==> src/rtl/sram_async_seq_if.sv <==
// Request/response and SRAM-adapter pin bundle for the async-SRAM sequencer.
// master = client/adapter side, slave = sequencer side.
interface sram_async_seq_if #(
  parameter int unsigned AW = 17,
  parameter int unsigned DW = 16
);
  logic          req_valid;
  logic          req_ready;
  logic          req_we;
  logic [AW-1:0] req_addr;
  logic [DW-1:0] req_wdata;
  logic [1:0]    req_be;
  logic [DW-1:0] rdata;
  logic          rvalid;
  logic          done;
  logic [AW-1:0] mem_addr;
  logic [DW-1:0] mem_din;
  logic [DW-1:0] mem_dout;
  logic          mem_we_n;
  logic          mem_oe_n;
  logic [1:0]    mem_be_n;

  modport master (
    output req_valid, req_we, req_addr, req_wdata, req_be, mem_dout,
    input  req_ready, rdata, rvalid, done,
           mem_addr, mem_din, mem_we_n, mem_oe_n, mem_be_n
  );

  modport slave (
    input  req_valid, req_we, req_addr, req_wdata, req_be, mem_dout,
    output req_ready, rdata, rvalid, done,
           mem_addr, mem_din, mem_we_n, mem_oe_n, mem_be_n
  );
endinterface

==> src/rtl/sram_async_seq.sv <==
// Clocked sequencer driving an async-SRAM pin adapter: one request at a time,
// programmable access width, registered pin outputs and registered read data.
module sram_async_seq #(
  parameter int unsigned AW      = 17,
  parameter int unsigned DW      = 16,
  parameter int unsigned RD_WAIT = 2,
  parameter int unsigned WR_WAIT = 2
) (
  input  logic           clk,
  input  logic           reset_n,
  sram_async_seq_if.slave bus
);

  localparam int unsigned CW = 4;
  localparam logic [CW-1:0] RD_LOAD = CW'(RD_WAIT - 1);
  localparam logic [CW-1:0] WR_LOAD = CW'(WR_WAIT - 1);

  // Reject illegal builds at elaboration.
  if (DW != 16) begin : g_bad_dw
    $error("sram_async_seq: DW must be 16");
  end
  if (RD_WAIT < 1 || RD_WAIT > 15) begin : g_bad_rd_wait
    $error("sram_async_seq: RD_WAIT must be in 1..15");
  end
  if (WR_WAIT < 1 || WR_WAIT > 15) begin : g_bad_wr_wait
    $error("sram_async_seq: WR_WAIT must be in 1..15");
  end

  typedef enum logic [2:0] {
    IDLE    = 3'd0,
    SETUP   = 3'd1,
    RD_ACC  = 3'd2,
    RD_REC  = 3'd3,
    WR_ACC  = 3'd4,
    WR_HOLD = 3'd5
  } state_t;

  state_t        state_q, state_d;
  logic [CW-1:0] cnt_q, cnt_d;
  logic          we_q, we_d;
  logic          ready_q, ready_d;
  logic          we_n_q, we_n_d;
  logic          oe_n_q, oe_n_d;
  logic [1:0]    be_n_q, be_n_d;
  logic [AW-1:0] addr_q, addr_d;
  logic [DW-1:0] din_q, din_d;
  logic [DW-1:0] rdata_q, rdata_d;
  logic          rvalid_q, rvalid_d;
  logic          done_q, done_d;

  // Next state plus next values of every registered output.
  always_comb begin
    state_d  = state_q;
    cnt_d    = cnt_q;
    we_d     = we_q;
    addr_d   = addr_q;
    din_d    = din_q;
    be_n_d   = be_n_q;
    rdata_d  = rdata_q;
    ready_d  = 1'b0;
    we_n_d   = 1'b1;
    oe_n_d   = 1'b1;
    rvalid_d = 1'b0;
    done_d   = 1'b0;

    case (state_q)
      IDLE: begin
        if (bus.req_valid) begin
          state_d = SETUP;
          we_d    = bus.req_we;
          addr_d  = bus.req_addr;
          be_n_d  = ~bus.req_be;
          if (bus.req_we) din_d = bus.req_wdata;
        end
      end
      SETUP: begin
        if (we_q) begin
          state_d = WR_ACC;
          cnt_d   = WR_LOAD;
        end else begin
          state_d = RD_ACC;
          cnt_d   = RD_LOAD;
        end
      end
      RD_ACC: begin
        if (cnt_q == '0) begin
          state_d = RD_REC;
          rdata_d = bus.mem_dout;
        end else begin
          cnt_d = cnt_q - CW'(1);
        end
      end
      RD_REC: state_d = IDLE;
      WR_ACC: begin
        if (cnt_q == '0) state_d = WR_HOLD;
        else             cnt_d   = cnt_q - CW'(1);
      end
      WR_HOLD: state_d = IDLE;
      default: state_d = IDLE;
    endcase

    // Pin-level outputs follow the state being entered so they are registered.
    if (state_d == IDLE) be_n_d = 2'b11;
    ready_d  = (state_d == IDLE);
    we_n_d   = (state_d != WR_ACC);
    oe_n_d   = (state_d != RD_ACC);
    rvalid_d = (state_d == RD_REC);
    done_d   = (state_d == RD_REC) || (state_d == WR_HOLD);
  end

  always_ff @(posedge clk or negedge reset_n) begin
    if (!reset_n) begin
      state_q  <= IDLE;
      cnt_q    <= '0;
      we_q     <= 1'b0;
      ready_q  <= 1'b1;
      we_n_q   <= 1'b1;
      oe_n_q   <= 1'b1;
      be_n_q   <= 2'b11;
      addr_q   <= '0;
      din_q    <= '0;
      rdata_q  <= '0;
      rvalid_q <= 1'b0;
      done_q   <= 1'b0;
    end else begin
      state_q  <= state_d;
      cnt_q    <= cnt_d;
      we_q     <= we_d;
      ready_q  <= ready_d;
      we_n_q   <= we_n_d;
      oe_n_q   <= oe_n_d;
      be_n_q   <= be_n_d;
      addr_q   <= addr_d;
      din_q    <= din_d;
      rdata_q  <= rdata_d;
      rvalid_q <= rvalid_d;
      done_q   <= done_d;
    end
  end

  assign bus.req_ready = ready_q;
  assign bus.mem_we_n  = we_n_q;
  assign bus.mem_oe_n  = oe_n_q;
  assign bus.mem_be_n  = be_n_q;
  assign bus.mem_addr  = addr_q;
  assign bus.mem_din   = din_q;
  assign bus.rdata     = rdata_q;
  assign bus.rvalid    = rvalid_q;
  assign bus.done      = done_q;

endmodule
==> src/flat_wrapper.sv <==
// flat-port wrapper written by rule: the top's interface ports become plain ports
module sram_async_seq_flat 
#(
  parameter int unsigned AW      = 17,
  parameter int unsigned DW      = 16,
  parameter int unsigned RD_WAIT = 2,
  parameter int unsigned WR_WAIT = 2
)
  (clk, reset_n, bus_req_valid, bus_req_we, bus_req_addr, bus_req_wdata, bus_req_be, bus_mem_dout, bus_req_ready, bus_rdata, bus_rvalid, bus_done, bus_mem_addr, bus_mem_din, bus_mem_we_n, bus_mem_oe_n, bus_mem_be_n);
  sram_async_seq_if #(.AW(AW), .DW(DW)) bus_i ();
  input  logic clk;
  input  logic reset_n;
  input wire logic [$bits(bus_i.req_valid)-1:0] bus_req_valid;
  input wire logic [$bits(bus_i.req_we)-1:0] bus_req_we;
  input wire logic [$bits(bus_i.req_addr)-1:0] bus_req_addr;
  input wire logic [$bits(bus_i.req_wdata)-1:0] bus_req_wdata;
  input wire logic [$bits(bus_i.req_be)-1:0] bus_req_be;
  input wire logic [$bits(bus_i.mem_dout)-1:0] bus_mem_dout;
  output wire logic [$bits(bus_i.req_ready)-1:0] bus_req_ready;
  output wire logic [$bits(bus_i.rdata)-1:0] bus_rdata;
  output wire logic [$bits(bus_i.rvalid)-1:0] bus_rvalid;
  output wire logic [$bits(bus_i.done)-1:0] bus_done;
  output wire logic [$bits(bus_i.mem_addr)-1:0] bus_mem_addr;
  output wire logic [$bits(bus_i.mem_din)-1:0] bus_mem_din;
  output wire logic [$bits(bus_i.mem_we_n)-1:0] bus_mem_we_n;
  output wire logic [$bits(bus_i.mem_oe_n)-1:0] bus_mem_oe_n;
  output wire logic [$bits(bus_i.mem_be_n)-1:0] bus_mem_be_n;
  assign bus_i.req_valid = bus_req_valid;
  assign bus_i.req_we = bus_req_we;
  assign bus_i.req_addr = bus_req_addr;
  assign bus_i.req_wdata = bus_req_wdata;
  assign bus_i.req_be = bus_req_be;
  assign bus_i.mem_dout = bus_mem_dout;
  assign bus_req_ready = bus_i.req_ready;
  assign bus_rdata = bus_i.rdata;
  assign bus_rvalid = bus_i.rvalid;
  assign bus_done = bus_i.done;
  assign bus_mem_addr = bus_i.mem_addr;
  assign bus_mem_din = bus_i.mem_din;
  assign bus_mem_we_n = bus_i.mem_we_n;
  assign bus_mem_oe_n = bus_i.mem_oe_n;
  assign bus_mem_be_n = bus_i.mem_be_n;
  sram_async_seq #(.AW(AW), .DW(DW), .RD_WAIT(RD_WAIT), .WR_WAIT(WR_WAIT)) u_core (.clk(clk), .reset_n(reset_n), .bus(bus_i));
endmodule
==> config.mk <==
export PLATFORM = sky130hd
export DESIGN_NAME = sram_async_seq_flat
export DESIGN_NICKNAME = d
export VERILOG_FILES = /design/src/rtl/sram_async_seq_if.sv /design/src/rtl/sram_async_seq.sv /design/src/flat_wrapper.sv
export SDC_FILE = /design/constraint.sdc
export NUM_CORES = 1
export LEC_CHECK = 0
export BUFFER_PORTS_ARGS = -buffer_cell sky130_fd_sc_hd__buf_2
export CAP_MARGIN = 0
export CORE_MARGIN = 5
export CORE_UTILIZATION = 35
export DETAILED_ROUTE_END_ITERATION = 8
export GPL_TIMING_DRIVEN = 1
export PLACE_DENSITY = 0.69
export SETUP_SLACK_MARGIN = 0.1
export SLEW_MARGIN = 20
export SYNTH_ARGS = -nofsm -noshare
export SYNTH_HDL_FRONTEND = slang
export SYNTH_SLANG_ARGS = --single-unit
==> constraint.sdc <==
create_clock -name clk -period 2.4 [get_ports clk]
set_clock_uncertainty 0.05 [all_clocks]
set_input_delay 0.24 -clock clk [delete_from_list [all_inputs] [get_ports clk]]
set_output_delay 0.24 -clock clk [all_outputs]
set_load 0.1 [all_outputs]
# Word level (Yosys, flattened, before mapping)
# Cells that the tools add are included.
# totals
regBits	64
in_bits	55
out_inout_bits	56
wordCells	45
# op_classes
add_sub_neg	1
eq_ne	8
mux	10
bitwise_logic	1
n_reduce_logical	13
# op_table
operator	n
two-way mux 3 bit	4
case mux 3 bit (4 select lines)	1
case mux 4 bit (2 select lines)	1
AND reduction 2 bit	4
equality test 3 x 2 -> 1 bit (second input constant)	2
equality test 3 bit (second input constant)	2
logical NOT 3 bit	2
two-way mux 2 bit	3
nonzero test 2 bit	3
logical NOT 4 bit	1
two-way mux 4 bit	1
subtractor 4 x 1 -> 4 bit (second input constant)	1
equality test 3 x 1 -> 1 bit (second input constant)	1
inequality test 3 x 2 -> 1 bit (second input constant)	1
inequality test 3 bit (second input constant)	1
AND reduction 3 bit	1
inequality test 2 bit (second input constant)	1
NOT 2 bit	1
OR reduction 2 bit	1
logical OR 1 bit	1

# Logic depth before layout (Yosys ltp)
# Gate-level depths: netlist of the first run.
# logic_depth
word_depth	6
mapped_depth	6
ltp_nobuf	6

# Worst setup path after synthesis of the first run
# Ideal clock, no wire load.
# synth_timing
kind	reg2reg
start	reg u_core.cnt_q[1]
end	reg u_core.rdata_q[10] (netlist: u_core.bus.rdata[10])
setup_ps	125
arrival_ps	1516
t_required_ps	2225
setup_slack_ps	709
stages_incl_launch_ff	7
path_buffers	1
period_less_slack_ps	1691
cell_sequence	dfrtp_1 inv_1 ha_1 nor3b_2 nand3_4 buf_6 mux2_4
# synth_via
elab_chain_len	2
# synth_lines
item	line	rtl
start: declaration	sram_async_seq.sv:39	logic [CW-1:0] cnt_q, cnt_d;
start signal: assignment	sram_async_seq.sv:127	cnt_q <= cnt_d;
logical NOT 4 bit	sram_async_seq.sv:86	if (cnt_q == '0) begin
AND reduction 2 bit (no source line)	n/a	
end signal: assignment	sram_async_seq.sv:135	rdata_q <= rdata_d;
end: declaration	sram_async_seq.sv:47	logic [DW-1:0] rdata_q, rdata_d;
# No other way between the ends.
# A chain may end at the register's enable or synchronous reset.

# Final worst setup path of the first run
# layout_timing
start	reg u_core.state_q[1]
end	reg u_core.din_q[9] (netlist: u_core.bus.mem_din[9])
# layout_via
elab_chain_len	2
# layout_lines
item	line	rtl
start: declaration	sram_async_seq.sv:38	state_t state_q, state_d;
start signal: assignment	sram_async_seq.sv:126	state_q <= state_d;
logical NOT 3 bit	sram_async_seq.sv:66	case (state_q)
AND reduction 3 bit (no source line)	n/a	
end signal: assignment	sram_async_seq.sv:134	din_q <= din_d;
end: declaration	sram_async_seq.sv:46	logic [DW-1:0] din_q, din_d;
# No other way between the ends.

==> results.yml, run 1 <==
synth:
  yosys-top-cells-count: "59 x dfrtp_1, 31 x mux2_2, 18 x mux2_4, 12 x nand2_1, 8 x nor2_1"
  synth_cells: 190
  synth.net_count: 247
  post-synth-top-count-cell: "dfrtp_1"
  ys_async_sr_fraction: 1.00
  ys_seq_area_frac: 0.587
  synth_edf_count: 0
  yosys_warnings: 0
  syn_area_um2: 2740
  ys_top_cells_by_area: "dfrtp_1 54%, mux2_2 13%, mux2_4 9.9%"
  yosys.area.top_type: "dfrtp_1"
  syn_avg_cell_area_um2: 14.4
  ys_types: 41
  ys.flop_type: "dfrtp_1"
  post-synth-top-area-fraction: 0.539
  synth_seq_cells: 64
hold_path:
  hold_path.class: "in2reg"
grt:
  antenna_found_initial: 0
  grt_pass1_vias: 2097
  grt_pass1_wl_um: 9860
  gr-total-overflow: 0
  grt_max_degree: 65
  grtUsageTotal: 0.125
routing:
  drt_iter0_markers: 71
  antenna_left: 0
  viasPerCell: 4.72
  wl_per_cell_um: 13.9
  drc_errors: 0
  drtPass1Iterations: 4
  totalWireLength_um: 5720
  vias: 1935
clock_tree:
  cts_tree: "done"
  path_clk_slew_ns: 0.07
  cts_root_buffer: "clkbuf_8"
  cts_max_level: 3
  clock_sinks: 64
  post_cts_buffers: 0
  clock_latency_ns: 0.33
  cts_made_buffers: 9
  cts_buffer_depth: 2
setup_path:
  crit_required_ns: 2.56
  startpoint_type: "flop"
  arrival_ns: 2.10
  endpoint_kind: "flop"
  cp_max_fo: 20
  crit_type: "reg2reg"
die:
  placementRows: 32
  die_y_um: 98.5
  num_io_pins: 111
  start_util: 0.356
  die-width_um: 98.5
  core_um2: 7690
  dieArea_um2: 9700
timing:
  maxSlewViolCount: 0
  relSlewSlack: 0.606
  grt_setup_unrepaired: "no"
  period_share: 0.809
  setup_viol: 0
  hold_viol: 0
  post-route-min-period_ns: 1.94
  max_freq_mhz: 515
  worstMarginPinSlew_ns: 0.590
  finalSetupTns_ns: 0
finish:
  drive_gt1_frac: 0.610
  design_area_um2: 3590
  nNetsFinal: 360
  area_growth_syn_to_layout_pct: 31.0
  diodes: 0
status:
  status: "completed"
placed_design:
  place_hpwl_um: 4110
  port_buffers: 110
  gp_congestion: 0.754
  dpl-instance-area_um2: 3360
flow_run:
  max-cap-violations: 0
-- stage by stage --
stage / setup slack [ns] / hold slack (ns) / utilization / std cells
2_1_floorplan: 0.709 / -0.106 / - / 190
3_3_place_gp: 0.512 / 0.233 / 0.437 / 393
3_5_place_dp: 0.465 / 0.235 / 0.437 / 393
4_1_cts: 0.439 / 0.0613 / 0.467 / 410
5_1_grt: 0.297 / 0.0594 / 0.467 / 410
6_report: 0.458 / 0.0870 / 0.467 / 410
-- per-layer routing --
| metal | up-vias | track usage | routed length [um] |
|---|---|---|---|
| met5 | - | 0 | 0 |
| met4 | 0 | 0.0378 | 51 |
| met3 | 6 | 0.0637 | 571 |
| met2 | 72 | 0.198 | 2800 |
| met1 | 959 | 0.149 | 2300 |
| li1 | 898 | - | - |
-- timing repair --
item / 4_1_cts / 5_1_grt
endpoints found under the hold margin: 59 / 0
gates resized for setup: 0 / 0
hold buffers: 1 / 0
-- logic make-up (layout without fill, tap and decap cells) --
| logic type | Yosys count | in the layout | share of synthesized area |
|---|---|---|---|
| flops | 64 | 64 | 0.587 |
| mux | 49 | 49 | 0.226 |
| simple gates | 37 | 37 | 0.0772 |
| compound gates | 22 | 22 | 0.0616 |
| buf+inv | 15 | 133 | 0.0361 |
| fa+ha+maj | 2 | 2 | 0.00913 |
| xor+xnor | 1 | 1 | 0.00320 |
-- placed cells by master, fill, tap and decap left out, drive strengths merged, types with 2 or more instances in the layout --
cell type / n
a21oi: 3
a311oi: 2
buf: 111
bufinv: 2
clkbuf: 10
clkinv: 3
dfrtp: 59
dfstp: 5
ha: 2
inv: 5
mux2: 49
nand2: 13
nand3: 2
nor2: 8
nor2b: 2
nor3: 3
o21a: 2
o21ai: 4
o32a: 2
or3: 2
-- state kept, by name, indices dropped and copies added (netlist names), 2 cells and up --
register,count
u_core.bus.mem_addr,17
u_core.bus.rdata,16
u_core.bus.mem_din,16
u_core.state_q,3
u_core.bus.mem_be_n,2
u_core.cnt_q,4
-- path summary, 6_finish.rpt --
check | startpoint | end | slack, ns | cells after the start
min in group asynchronous | reset_n | u_core.bus.rdata[1] | 0.41 | 3
hold reg to reg | u_core.bus.rdata[5] | u_core.bus.rdata[5] | 0.45 | 1
setup / recovery | u_core.state_q[1] | u_core.bus.mem_din[9] | 0.46 | 4
setup reg to reg | u_core.state_q[1] | u_core.bus.mem_din[9] | 0.46 | 4
hold / removal | bus_req_wdata[14] | u_core.bus.mem_din[14] | 0.09 | 2
max in group asynchronous | reset_n | u_core.bus.mem_be_n[0] | 1.58 | 3
-- area by class of cell --
cell class	count	area, um2
clock buffers	10	138
inverters	5	18.8
well taps	102	128
clock inverters	6	82.6
repair buffers	112	581
fillers	721	4100
flip-flops and latches	64	1610
multi-input cells	111	1030
-- worst max-delay path, stage by stage (launching register included) --
cell and delay, ns:
dfrtp_1 0.60, nor3_2 0.26, and2_4 0.34, nand2_4 0.22, mux2_4 0.34
Power of run 1 is not shown: default switching activity piles up to over one toggle a cycle in this logic, so the estimate is an artifact.
==> inputs of run 2 (changes only) <==
Clock period 2.4 ns to 1.8 ns, I/O delays scaled along.
==> run 2 against run 1 <==
  * Utilization grew 2.6 points
  * Final area grew 5.5%
  * Wire length grew 7.4%
  * Final cell count grew 3.4%
  * Worst hold slack lost 0.068 ns
  * Count of clock-buffer cells in the layout is the same
  * Via count grew 1.8%
==> results.yml, run 2 (synthesis gave the netlist of run 1 again) <==
timing:
  setup_viol: 0
  post-route-min-period_ns: 1.68
  worstMarginPinSlew_ns: 0.502
  relSlewSlack: 0.668
  max_freq_mhz: 595
  period_share: 0.934
  maxSlewViolCount: 0
  grt_setup_unrepaired: "yes"
  hold_viol: 0
routing:
  vias: 1970
  drc_errors: 0
  drt_iter0_markers: 64
  viasPerCell: 4.65
  drtPass1Iterations: 4
  antenna_left: 0
  totalWireLength_um: 6140
  wl_per_cell_um: 14.5
setup_path:
  cp_max_fo: 8
  startpoint_type: "flop"
  arrival_ns: 1.86
  crit_type: "reg2reg"
  worstRegToRegCells: 6
  endpoint_kind: "flop"
  rr_startpoint: "u_core.cnt_q[1]"
  r2r_slack_ns: 0.12
  crit_required_ns: 1.98
  r2r-end: "u_core.bus.rdata[12]"
die:
  die_y_um: 98.5
  dieArea_um2: 9700
  num_io_pins: 111
  core_um2: 7690
  start_util: 0.356
  die-width_um: 98.5
  placementRows: 32
finish:
  area_growth_syn_to_layout_pct: 38.2
  layout_commonest_cell: "buf_2"
  largest_reg_flops: 17
  nNetsFinal: 374
  design_area_um2: 3790
  diodes: 0
  drive_gt1_frac: 0.637
  final_cell_mix: "110 x buf_2, 59 x dfrtp_1, 31 x mux2_2, 18 x mux2_4, 12 x nand2_1"
placed_design:
  place_hpwl_um: 4290
  dpl-instance-area_um2: 3420
  port_buffers: 110
  gp_congestion: 0.815
clock_tree:
  cts_buffer_depth: 2
  cts_made_buffers: 9
  clock_sinks: 64
  cts_max_level: 3
  cts_tree: "done"
  path_clk_slew_ns: 0.08
  cts_root_buffer: "clkbuf_8"
  clock_latency_ns: 0.33
status:
  status: "completed"
hold_path:
  worstHoldPathCells: 2
  worstHoldEndpoint: "u_core.bus.rdata[13]"
  hp-start: "bus_mem_dout[13]"
  hold_path.class: "in2reg"
grt:
  antenna_found_initial: 0
  grt_pass1_wl_um: 9740
  grt_pass1_vias: 2064
  grtUsageTotal: 0.125
  gr-total-overflow: 0
  grt_max_degree: 65
flow_run:
  max-cap-violations: 0
## run 2: cell types whose count changed in the layout (fill, tap and decap cells not counted), sizes merged
| cell | change |
|---|---|
| clkinvlp | -1 |
| clkbuf | +2 |
| buf | +11 |
| dlygate4sd3 | +1 |
| inv | +1 |
## run 2: what timing repair did
item / 4_1_cts / 5_1_grt
gates cloned: 0 / 2
pin swaps: 1 / 2
endpoints found under the setup margin: 17 / 19
buffers inserted: 1 / 4
gates resized for setup: 2 / 4
endpoints found under the hold margin: 60 / 0
hold buffers: 2 / 0
## run 2: cell type report
cell class	instances	area, um2
clock buffer	10	138
clock inverter	6	91.3
fill	696	3900
inverter	5	18.8
multi-input combinational	111	1050
sequential	64	1610
tap	102	128
timing repair buffer	126	748
## run 2: metrics by stage
step / worst slack [ns] / hold slack [ns] / cells / TNS, ns / utilization
6_report: 0.119 / 0.0192 / 424 / 0 / 0.493
5_1_grt: 0.0481 / 0.00213 / 424 / 0 / 0.493
4_1_cts: 0.0916 / 0.00215 / 418 / 0 / 0.480
3_5_place_dp: -0.0323 / 0.173 / 399 / -0.236 / 0.444
3_3_place_gp: 0.0247 / 0.170 / 399 / 0 / 0.444
2_1_floorplan: 0.109 / -0.166 / 190 / 0 / -
## run 2: layer usage
layer | track usage | part of all wire
met1 | 0.156 | 0.42
met2 | 0.202 | 0.48
met3 | 0.0432 | 0.084
met4 | 0.0441 | 0.022
met5 | 0 | 0
## run 2: how the worst max path moves through the flow
stage / from / to / slack [ns] / depth (start not counted)
after floorplan: u_core.cnt_q[1] / u_core.bus.rdata[10] / 0.11 / 6
after global routing: u_core.cnt_q[1] / u_core.bus.rdata[15] / 0.05 / 6
final: u_core.cnt_q[1] / u_core.bus.rdata[12] / 0.12 / 6
after CTS: u_core.cnt_q[1] / u_core.bus.rdata[14] / 0.09 / 6
after detailed placement: u_core.cnt_q[1] / u_core.bus.rdata[14] / -0.03 / 5
after global placement: u_core.cnt_q[1] / u_core.bus.rdata[10] / 0.02 / 5
## run 2: critical path, cell delays in order, from the launching register on
cell and delay, ns:
dfrtp_1 0.39, inv_2 0.09, ha_4 0.14, nor3b_4 0.25, nand3_4 0.16, clkbuf_16 0.21, mux2_4 0.29
Power of run 2 is left out for the same reason.
